$ cat config.mk
export PLATFORM = sky130hd
export DESIGN_NAME = clk_div_speed_ctrl_flat
export DESIGN_NICKNAME = d
export VERILOG_FILES = /design/src/rtl/clk_div_speed_ctrl_pkg.sv /design/src/rtl/clk_div_speed_ctrl_if.sv /design/src/rtl/clk_div_core.sv /design/src/rtl/clk_div_speed_ctrl.sv /design/src/flat_wrapper.sv
export SDC_FILE = /design/constraint.sdc
export NUM_CORES = 1
export LEC_CHECK = 0
export CORE_MARGIN = 2
export CORE_UTILIZATION = 25
export DETAILED_ROUTE_END_ITERATION = 16
export PLACE_DENSITY = 0.38
export SYNTH_ARGS = -nofsm -noshare
export SYNTH_HDL_FRONTEND = slang
export SYNTH_HIERARCHICAL = 1
export SYNTH_SLANG_ARGS = --single-unit
$ cat constraint.sdc
create_clock -name Clk50MHz -period 4.1 [get_ports Clk50MHz]
set_input_delay 0.82 -clock Clk50MHz [delete_from_list [all_inputs] [get_ports Clk50MHz]]
set_output_delay 0.82 -clock Clk50MHz [all_outputs]
set_load 0.02 [all_outputs]
$ cat src/rtl/clk_div_speed_ctrl_pkg.sv
// clk_div_speed_ctrl_pkg: shared speed indices, controller state encoding and speed stepping helper
package clk_div_speed_ctrl_pkg;
  localparam int SPEED_W = 2;
  typedef logic [SPEED_W-1:0] speed_t;
  localparam speed_t SPD_1HZ  = 2'd0;
  localparam speed_t SPD_5HZ  = 2'd1;
  localparam speed_t SPD_10HZ = 2'd2;
  localparam speed_t SPD_50HZ = 2'd3;
  typedef enum logic {RUN, PEND} state_t;
  function automatic speed_t next_speed(input speed_t s);
    return speed_t'(s + 1'b1);
  endfunction
endpackage

$ cat src/rtl/clk_div_speed_ctrl_if.sv
// clk_div_speed_ctrl_if: speed request handshake plus divided clock outputs
// master drives speed_req/req_valid/auto_en; slave returns req_ready/ClkOut/tick/cur_speed/busy
interface clk_div_speed_ctrl_if;
  import clk_div_speed_ctrl_pkg::*;
  speed_t speed_req;
  speed_t cur_speed;
  logic req_valid;
  logic req_ready;
  logic auto_en;
  logic ClkOut;
  logic tick;
  logic busy;
  modport master(output speed_req, req_valid, auto_en, input req_ready, ClkOut, tick, cur_speed, busy);
  modport slave(input speed_req, req_valid, auto_en, output req_ready, ClkOut, tick, cur_speed, busy);
endinterface

$ cat src/rtl/clk_div_core.sv
// clk_div_core: divide counter with 50% duty toggle and rise tick
// in: Clk50MHz, Rst, half (half-period), load (force counter restart); out: bnd (half-period boundary), ClkOut, tick
module clk_div_core #(
  parameter int CNT_W = 25
) (
  input  logic             Clk50MHz,
  input  logic             Rst,
  input  logic [CNT_W-1:0] half,
  input  logic             load,
  output logic             bnd,
  output logic             ClkOut,
  output logic             tick
);
  logic [CNT_W-1:0] cnt;
  assign bnd = cnt == half;
  always_ff @(posedge Clk50MHz)
    if (Rst) begin
      cnt    <= CNT_W'(1);
      ClkOut <= 1'b0;
      tick   <= 1'b0;
    end else begin
      cnt    <= bnd || load ? CNT_W'(1) : cnt + 1'b1;
      ClkOut <= ClkOut ^ bnd;
      tick   <= bnd && !ClkOut;
    end
endmodule

$ cat src/rtl/clk_div_speed_ctrl.sv
// clk_div_speed_ctrl: runtime speed controller applying speed changes only at half-period boundaries
// in: Clk50MHz, Rst; ctl (slave): speed_req/req_valid/auto_en in, req_ready/ClkOut/tick/cur_speed/busy out
// SPEED_AUTO_SEQ_EN adds an auto-sequencer stepping to the next speed every DWELL ClkOut rises
module clk_div_speed_ctrl import clk_div_speed_ctrl_pkg::*; #(
  parameter int CNT_W  = 25,
  parameter int HALF_0 = 25_000_000,
  parameter int HALF_1 = 5_000_000,
  parameter int HALF_2 = 2_500_000,
  parameter int HALF_3 = 500_000,
  parameter int DWELL  = 4
) (
  input logic                 Clk50MHz,
  input logic                 Rst,
  clk_div_speed_ctrl_if.slave ctl
);
  state_t state;
  speed_t pend;
  logic bnd;
  logic auto_req;
  logic [CNT_W-1:0] half;
  assign half = ctl.cur_speed == SPD_1HZ ? CNT_W'(HALF_0) :
                ctl.cur_speed == SPD_5HZ ? CNT_W'(HALF_1) :
                ctl.cur_speed == SPD_10HZ ? CNT_W'(HALF_2) : CNT_W'(HALF_3);
  clk_div_core #(.CNT_W(CNT_W)) u_core (
    .Clk50MHz(Clk50MHz),
    .Rst(Rst),
    .half(half),
    .load(state == PEND && bnd),
    .bnd(bnd),
    .ClkOut(ctl.ClkOut),
    .tick(ctl.tick)
  );
`ifdef SPEED_AUTO_SEQ_EN
  localparam int DW = $clog2(DWELL + 1);
  logic [DW-1:0] dwell;
  assign auto_req = ctl.auto_en && ctl.tick && dwell == DW'(DWELL - 1);
  // ticks are only counted while idle; any accepted request restarts the dwell
  always_ff @(posedge Clk50MHz)
    if (Rst || !ctl.auto_en || (state == RUN && (ctl.req_valid || auto_req))) dwell <= '0;
    else if (state == RUN && ctl.tick) dwell <= dwell + 1'b1;
`else
  logic unused_auto;
  assign auto_req = 1'b0;
  assign unused_auto = ctl.auto_en;
`endif
  always_ff @(posedge Clk50MHz)
    if (Rst) begin
      state         <= RUN;
      pend          <= SPD_1HZ;
      ctl.cur_speed <= SPD_1HZ;
      ctl.req_ready <= 1'b1;
      ctl.busy      <= 1'b0;
    end else if (state == RUN) begin
      if (ctl.req_valid || auto_req) begin
        state         <= PEND;
        pend          <= ctl.req_valid ? ctl.speed_req : next_speed(ctl.cur_speed);
        ctl.req_ready <= 1'b0;
        ctl.busy      <= 1'b1;
      end
    end else if (bnd) begin
      state         <= RUN;
      ctl.cur_speed <= pend;
      ctl.req_ready <= 1'b1;
      ctl.busy      <= 1'b0;
    end
endmodule

$ cat src/flat_wrapper.sv
// flat-port wrapper written by rule: the top's interface ports become plain ports
module clk_div_speed_ctrl_flat import clk_div_speed_ctrl_pkg::*;
#(
  parameter int CNT_W  = 25,
  parameter int HALF_0 = 25_000_000,
  parameter int HALF_1 = 5_000_000,
  parameter int HALF_2 = 2_500_000,
  parameter int HALF_3 = 500_000,
  parameter int DWELL  = 4
)
  (Clk50MHz, Rst, ctl_speed_req, ctl_req_valid, ctl_auto_en, ctl_req_ready, ctl_ClkOut, ctl_tick, ctl_cur_speed, ctl_busy);
  clk_div_speed_ctrl_if ctl_i ();
  input logic Clk50MHz;
  input logic Rst;
  input wire logic [$bits(ctl_i.speed_req)-1:0] ctl_speed_req;
  input wire logic [$bits(ctl_i.req_valid)-1:0] ctl_req_valid;
  input wire logic [$bits(ctl_i.auto_en)-1:0] ctl_auto_en;
  output wire logic [$bits(ctl_i.req_ready)-1:0] ctl_req_ready;
  output wire logic [$bits(ctl_i.ClkOut)-1:0] ctl_ClkOut;
  output wire logic [$bits(ctl_i.tick)-1:0] ctl_tick;
  output wire logic [$bits(ctl_i.cur_speed)-1:0] ctl_cur_speed;
  output wire logic [$bits(ctl_i.busy)-1:0] ctl_busy;
  assign ctl_i.speed_req = ctl_speed_req;
  assign ctl_i.req_valid = ctl_req_valid;
  assign ctl_i.auto_en = ctl_auto_en;
  assign ctl_req_ready = ctl_i.req_ready;
  assign ctl_ClkOut = ctl_i.ClkOut;
  assign ctl_tick = ctl_i.tick;
  assign ctl_cur_speed = ctl_i.cur_speed;
  assign ctl_busy = ctl_i.busy;
  clk_div_speed_ctrl #(.CNT_W(CNT_W), .HALF_0(HALF_0), .HALF_1(HALF_1), .HALF_2(HALF_2), .HALF_3(HALF_3), .DWELL(DWELL)) u_core (.Clk50MHz(Clk50MHz), .Rst(Rst), .ctl(ctl_i));
endmodule
# Yosys cells after proc, flatten, opt, wreduce, memory -nomap -nowiden
# Index checks and enable logic that the tools add are counted.
[classes] reduce_logical=10 bitwise=2 add_sub_neg=1 muxes=12 eq_ne=4
[op_table] cell="2-to-1 mux 25 bit" count=2
[op_table] cell="adder 25 x 1 -> 25 bit (second input constant)" count=1
[op_table] cell="== test 25 bit" count=1
[op_table] cell="2-to-1 mux 22 bit" count=1
[op_table] cell="2-to-1 mux 1 bit" count=9
[op_table] cell="AND reduction 2 bit" count=3
[op_table] cell="== test 2 x 1 -> 1 bit (second input constant)" count=1
[op_table] cell="== test 2 bit (second input constant)" count=1
[op_table] cell="logical AND 1 bit" count=2
[op_table] cell="logical NOT 2 bit" count=1
[op_table] cell="!= test 2 bit (second input constant)" count=1
[op_table] cell="nonzero test 2 bit" count=1
[op_table] cell="OR reduction 2 bit" count=1
[op_table] cell="logical NOT 1 bit" count=1
[op_table] cell="logical OR 1 bit" count=1
[op_table] cell="NOT 1 bit" count=1
[op_table] cell="XOR 1 bit" count=1
[word_totals] word_cells=37 reg_bits=34 output_inout_bits=6 inputBits=6

# Logic depth before layout (Yosys ltp)
[depth] depth_word=8 ltp_mapped=13 mapped_depth_nobuf=11

# Cells and area by module
# The synthesis kept the hierarchy.
[by_module_without_submodules] mod="clk_div_core" area_each_um2=1438.9 cells_each=164 instances=1 seq_area_each_um2=540.5
[by_module_without_submodules] mod="clk_div_speed_ctrl" area_each_um2=402.9 cells_each=42 instances=1 seq_area_each_um2=140.1

# Least setup slack after synthesis
# OpenSTA, ideal clock, no wires.
[synth_path] kind="register to register" from="register u_core.ctl.cur_speed[0]" to="register u_core.u_core.cnt[8]" setup_ps=115 synth_period_minus_slack_ps=3159 path_stages_with_launch=14 t_required_ps=3985 slack_ps=941 arrival_time_ps=3044 n_path_buf=2 path_cell_list="dfxtp_1 > inv_1 > ha_1 > or2_2 > xor2_1 > nor4_1 > nand4_1 > nor4_1 > and2_1 > buf_6 > nor2_1 > o41ai_4 > buf_6 > nor2_1"
[synth_via] word_cells_on_any_way=10 cone_classes="eq/ne (3); mux (3); reduce/logical (4)"
[synth_lines] item="from (decl)" line="clk_div_speed_ctrl_if.sv:14" text="modport slave(input speed_req, req_valid, auto_en, output req_ready, ClkOut, tick, cur_speed, busy);"
[synth_lines] item="from (signal assigned)" line="clk_div_speed_ctrl.sv:62" text="ctl.cur_speed <= pend;"
[synth_lines] item="== test 2 x 1 -> 1 bit" line="clk_div_speed_ctrl.sv:22" text="ctl.cur_speed == SPD_5HZ ? CNT_W'(HALF_1) :"
[synth_lines] item="2-to-1 mux 25 bit" line="clk_div_speed_ctrl.sv:22"
[synth_lines] item="2-to-1 mux 25 bit (*)" line="clk_div_speed_ctrl.sv:21" text="assign half = ctl.cur_speed == SPD_1HZ ? CNT_W'(HALF_0) :"
[synth_lines] item="via u_core.half[12]" line="clk_div_speed_ctrl.sv:20" text="logic [CNT_W-1:0] half;"
[synth_lines] item="== test 25 bit (*)" line="clk_div_core.sv:15" text="assign bnd = cnt == half;"
[synth_lines] item="via u_core.bnd" line="clk_div_speed_ctrl.sv:18" text="logic bnd;"
[synth_lines] item="logical AND 1 bit" line="clk_div_speed_ctrl.sv:28" text=".load(state == PEND && bnd),"
[synth_lines] item="logical OR 1 bit (*)" line="clk_div_core.sv:22" text="cnt <= bnd || load ? CNT_W'(1) : cnt + 1'b1;"
[synth_lines] item="OR reduction 2 bit (no source line) (*)"
[synth_lines] item="to (signal assigned)" line="clk_div_core.sv:22"
[synth_lines] item="to (decl)" line="clk_div_core.sv:14" text="logic [CNT_W-1:0] cnt;"
# Mark *: on every way through the listed nets, which the timed path passes. The rest lies on a longest branch.
# A chain may end at the register's enable or synchronous reset.

# Worst setup path in the final report
[layout_path] from="register u_core.ctl.cur_speed[0]" to="register u_core.u_core.cnt[12]"
# Same word-level chain as after synthesis.

==> reports/results.txt <==
Outcome - completed
Vias in the first global route - 1266
Sequence of cells on the critical path - inv_1, ha_1, or2_2, xor2_1, nor4_1, nand4_1, nor4_1, and2_1, nor2_1, o41ai_4, buf_4, nor2_1
CTS tree - yes
# H-tree levels - 2
Total GRT Usage - 9.591%
RePlAce Congestion - 0.7138
Critical path endpoint category - register
WHS Path Cells - 1
Top_reg_cell synth - dfxtp_1
Deepest clock path buffer count - 2
Hold Path Class - register to register
WS Path Type - register to register
Top sig layer - met4
Critical R2R Capture - u_core/u_core/cnt[12]
CTS sink count - 34
Synth area leader - dfxtp_1
Final Power - 639.7 uW
Slew HR - 48.42%
Worst Path Required - 4.27 ns
WL/cell - 11.44 um
Io pins - 12
Worst-path fanout max - 13
Leakage - 0.7826 nW
Critical path arrival - 3.67 ns
Routed met2 length - 1635 um
Yosys warns - 6
Synth cell types - 33
# diodes - 0
Vias per cell - 4.049
Clk slew on worst S/H paths - 0.07 ns
Initial Util - 25.67%
CTS root buffer - clkbuf_8
Initial antenna violation count - 0
Tightest Pin Transition - 0.7711 ns
Dpl hpwl - 2710 um
Highest-delay cell along the critical path - dfxtp_1
PwrDens - 297.8 nW/um2
Endpoint, Worst Hold - u_core/u_core/cnt[0]
Top cells by count, synth - 34 x dfxtp_1, 34 x nor2_1, 28 x xor2_1
Setup TNS - 0 ns
Drt first-iter violations - 58
Max stage delay on crit path - 0.45 ns
Synth-to-layout area growth - 16.64%
Hold Buf Count CTS - 0
Post-DRT Antenna Nets - 0
Min setup slack post-route - 0.6003 ns
Total gr overflow - 0
Tmin final - 3.500 ns
Fmax - 285.7 MHz
DP Worst Slack - 0.4960 ns
RSZ-0062 raised after global routing - no
Final #Nets - 239
Met3 Wirelength - 103 um
Crit start category - register
Reg2Reg Depth - 12
Via Count - 1316
Syn_area_per_cell - 8.941 um2
DR DRC count - 0
Post-cts sizing count - 0
Met1 Wirelength - 1930 um
DR pass1 iterations - 6
Area of the mapped netlist - 1842 um2
Share of the synthesized area in the top cell type - 36.96%
Setup slack, reg-to-reg - 0.60 ns
Max VDD drop - 0.1244 mV
Asr flop ratio synth - 0%
Largest net degree at the start of global routing - 14
Clock Skews - 0.006138 ns
Die Height - 89.83 um
Total CTS buffers - 5
Post-synth EDFFs - 0
Ratio of cells with drive above 1 in the final layout - 6.637%
Seq/Total Area, Yosys - 36.96%
IO buf count - 10
Top post-synthesis cells by area - dfxtp_1 37%, xor2_1 13%, xnor2_1 9.5%
Hold Crit Start - u_core/u_core/cnt[0]
Final setup fails - 0
Worst reg2reg startpoint - u_core/ctl.cur_speed[0]
Final hold vios - 0
Clk_lat worst skew - 0.28 ns
Final Max Slew Viols - 0
Synth Register Bits - 34
Die area - 8069 um2
Post-synthesis cell count - 206
Core box area - 7176 um2
Post-layout util - 29.94%
Number of max-cap violations - 0
Final WL - 3719 um
First-pass GRT wire length - 6230 um
Num rows - 31
Final period utilization - 85.36%
Chip Width - 89.83 um
Post-CTS Setup Inserts - 0
-- routing by layer --
metal | vias to the layer above | track usage, %
met1 | 592 | 13.11
li1 | 706 | -
met5 | - | 0
met3 | 4 | 2.766
met2 | 14 | 14.39
met4 | 0 | 3.462
-- kinds of logic after synthesis --
family / share of synthesized area (%)
and+or+nand+nor: 24.86
xor gates and xnor gates: 22.83
DFF: 36.96
buffers and inverters: 4.755
adders and majority gates: 5.435
AOI/OAI and AO/OA: 3.669
other: 0.4078
muxes: 1.087
-- flip-flops by register name, indices dropped and copies added (netlist names) --
name and cells:
u_core/ctl.busy 1, u_core/ctl.req_ready 1, u_core/u_core/tick 1, u_core/ctl.cur_speed 2
u_core/u_core/ClkOut 1, u_core/pend 2, u_core/u_core/cnt 25, u_core/state 1
-- through the flow --
step                hold slack (ns)  std cells  cell area [um2]
finish                       0.4633        325             2148
global route                 0.5024        325             2148
CTS                          0.4669        325             2148
detailed placement           0.4516        317             2057
global placement             0.4477        317             2057
floorplan                    0.4213        211             1861
-- power breakdown --
| group | total, mW | switching, mW | internal (mW) | leakage, nW |
|---|---|---|---|---|
| combinational | 0.0399 | 0.0206 | 0.0193 | 0.459 |
| clock | 0.255 | 0.119 | 0.136 | 0.0482 |
| sequential | 0.345 | 0.00775 | 0.337 | 0.276 |
-- critical path: cells and delay by family, from the launching register on --
family	cells	cell delay [ns]
adder cells (fa/ha/maj)	1	0.30
AND/OR/NAND/NOR	7	1.85
flip-flops	1	0.45
XOR/XNOR	1	0.16
AO/OA/AOI/OAI	1	0.17
buffers and inverters	2	0.45
-- area by class of cell --
type	instances	area, um2
clock buffers	7	86.33
clock inverters	1	5.005
fillers	768	5027
inverters	12	45.04
multi-input cells	160	1092
flip-flops and latches	34	680.7
well taps	99	123.9
repair buffers	12	115.1
-- placed cells by master, fill, tap and decap left out, types with 2 or more instances in the layout --
cell type	instances
nor2_1	34
dfxtp_1	34
xor2_1	28
xnor2_1	20
inv_1	12
clkdlybuf4s50_1	10
nor4_1	10
ha_1	8
nand2_1	8
nand3_1	8
conb_1	7
clkbuf_8	6
nor3_1	5
nand2b_1	4
nor2b_1	3
and4_1	3
or2_2	2
nand4bb_1	2
o21ai_0	2
mux2i_1	2
buf_4	2
nand4_1	2
and3_1	2
-- worst max path at each step --
stage	endpoint	start	slack, ns	cells after the start
after floorplan	u_core/u_core/cnt[8]	u_core/ctl.cur_speed[0]	0.94	13
after global placement	u_core/u_core/cnt[22]	u_core/ctl.cur_speed[0]	0.44	12
after detailed placement	u_core/u_core/cnt[4]	u_core/ctl.cur_speed[0]	0.50	12
after CTS	u_core/u_core/cnt[6]	u_core/ctl.cur_speed[0]	0.45	12
after global routing	u_core/u_core/cnt[7]	u_core/ctl.cur_speed[0]	0.12	12
final	u_core/u_core/cnt[12]	u_core/ctl.cur_speed[0]	0.60	12
Note: power is estimated with default switching activity, not from simulation.
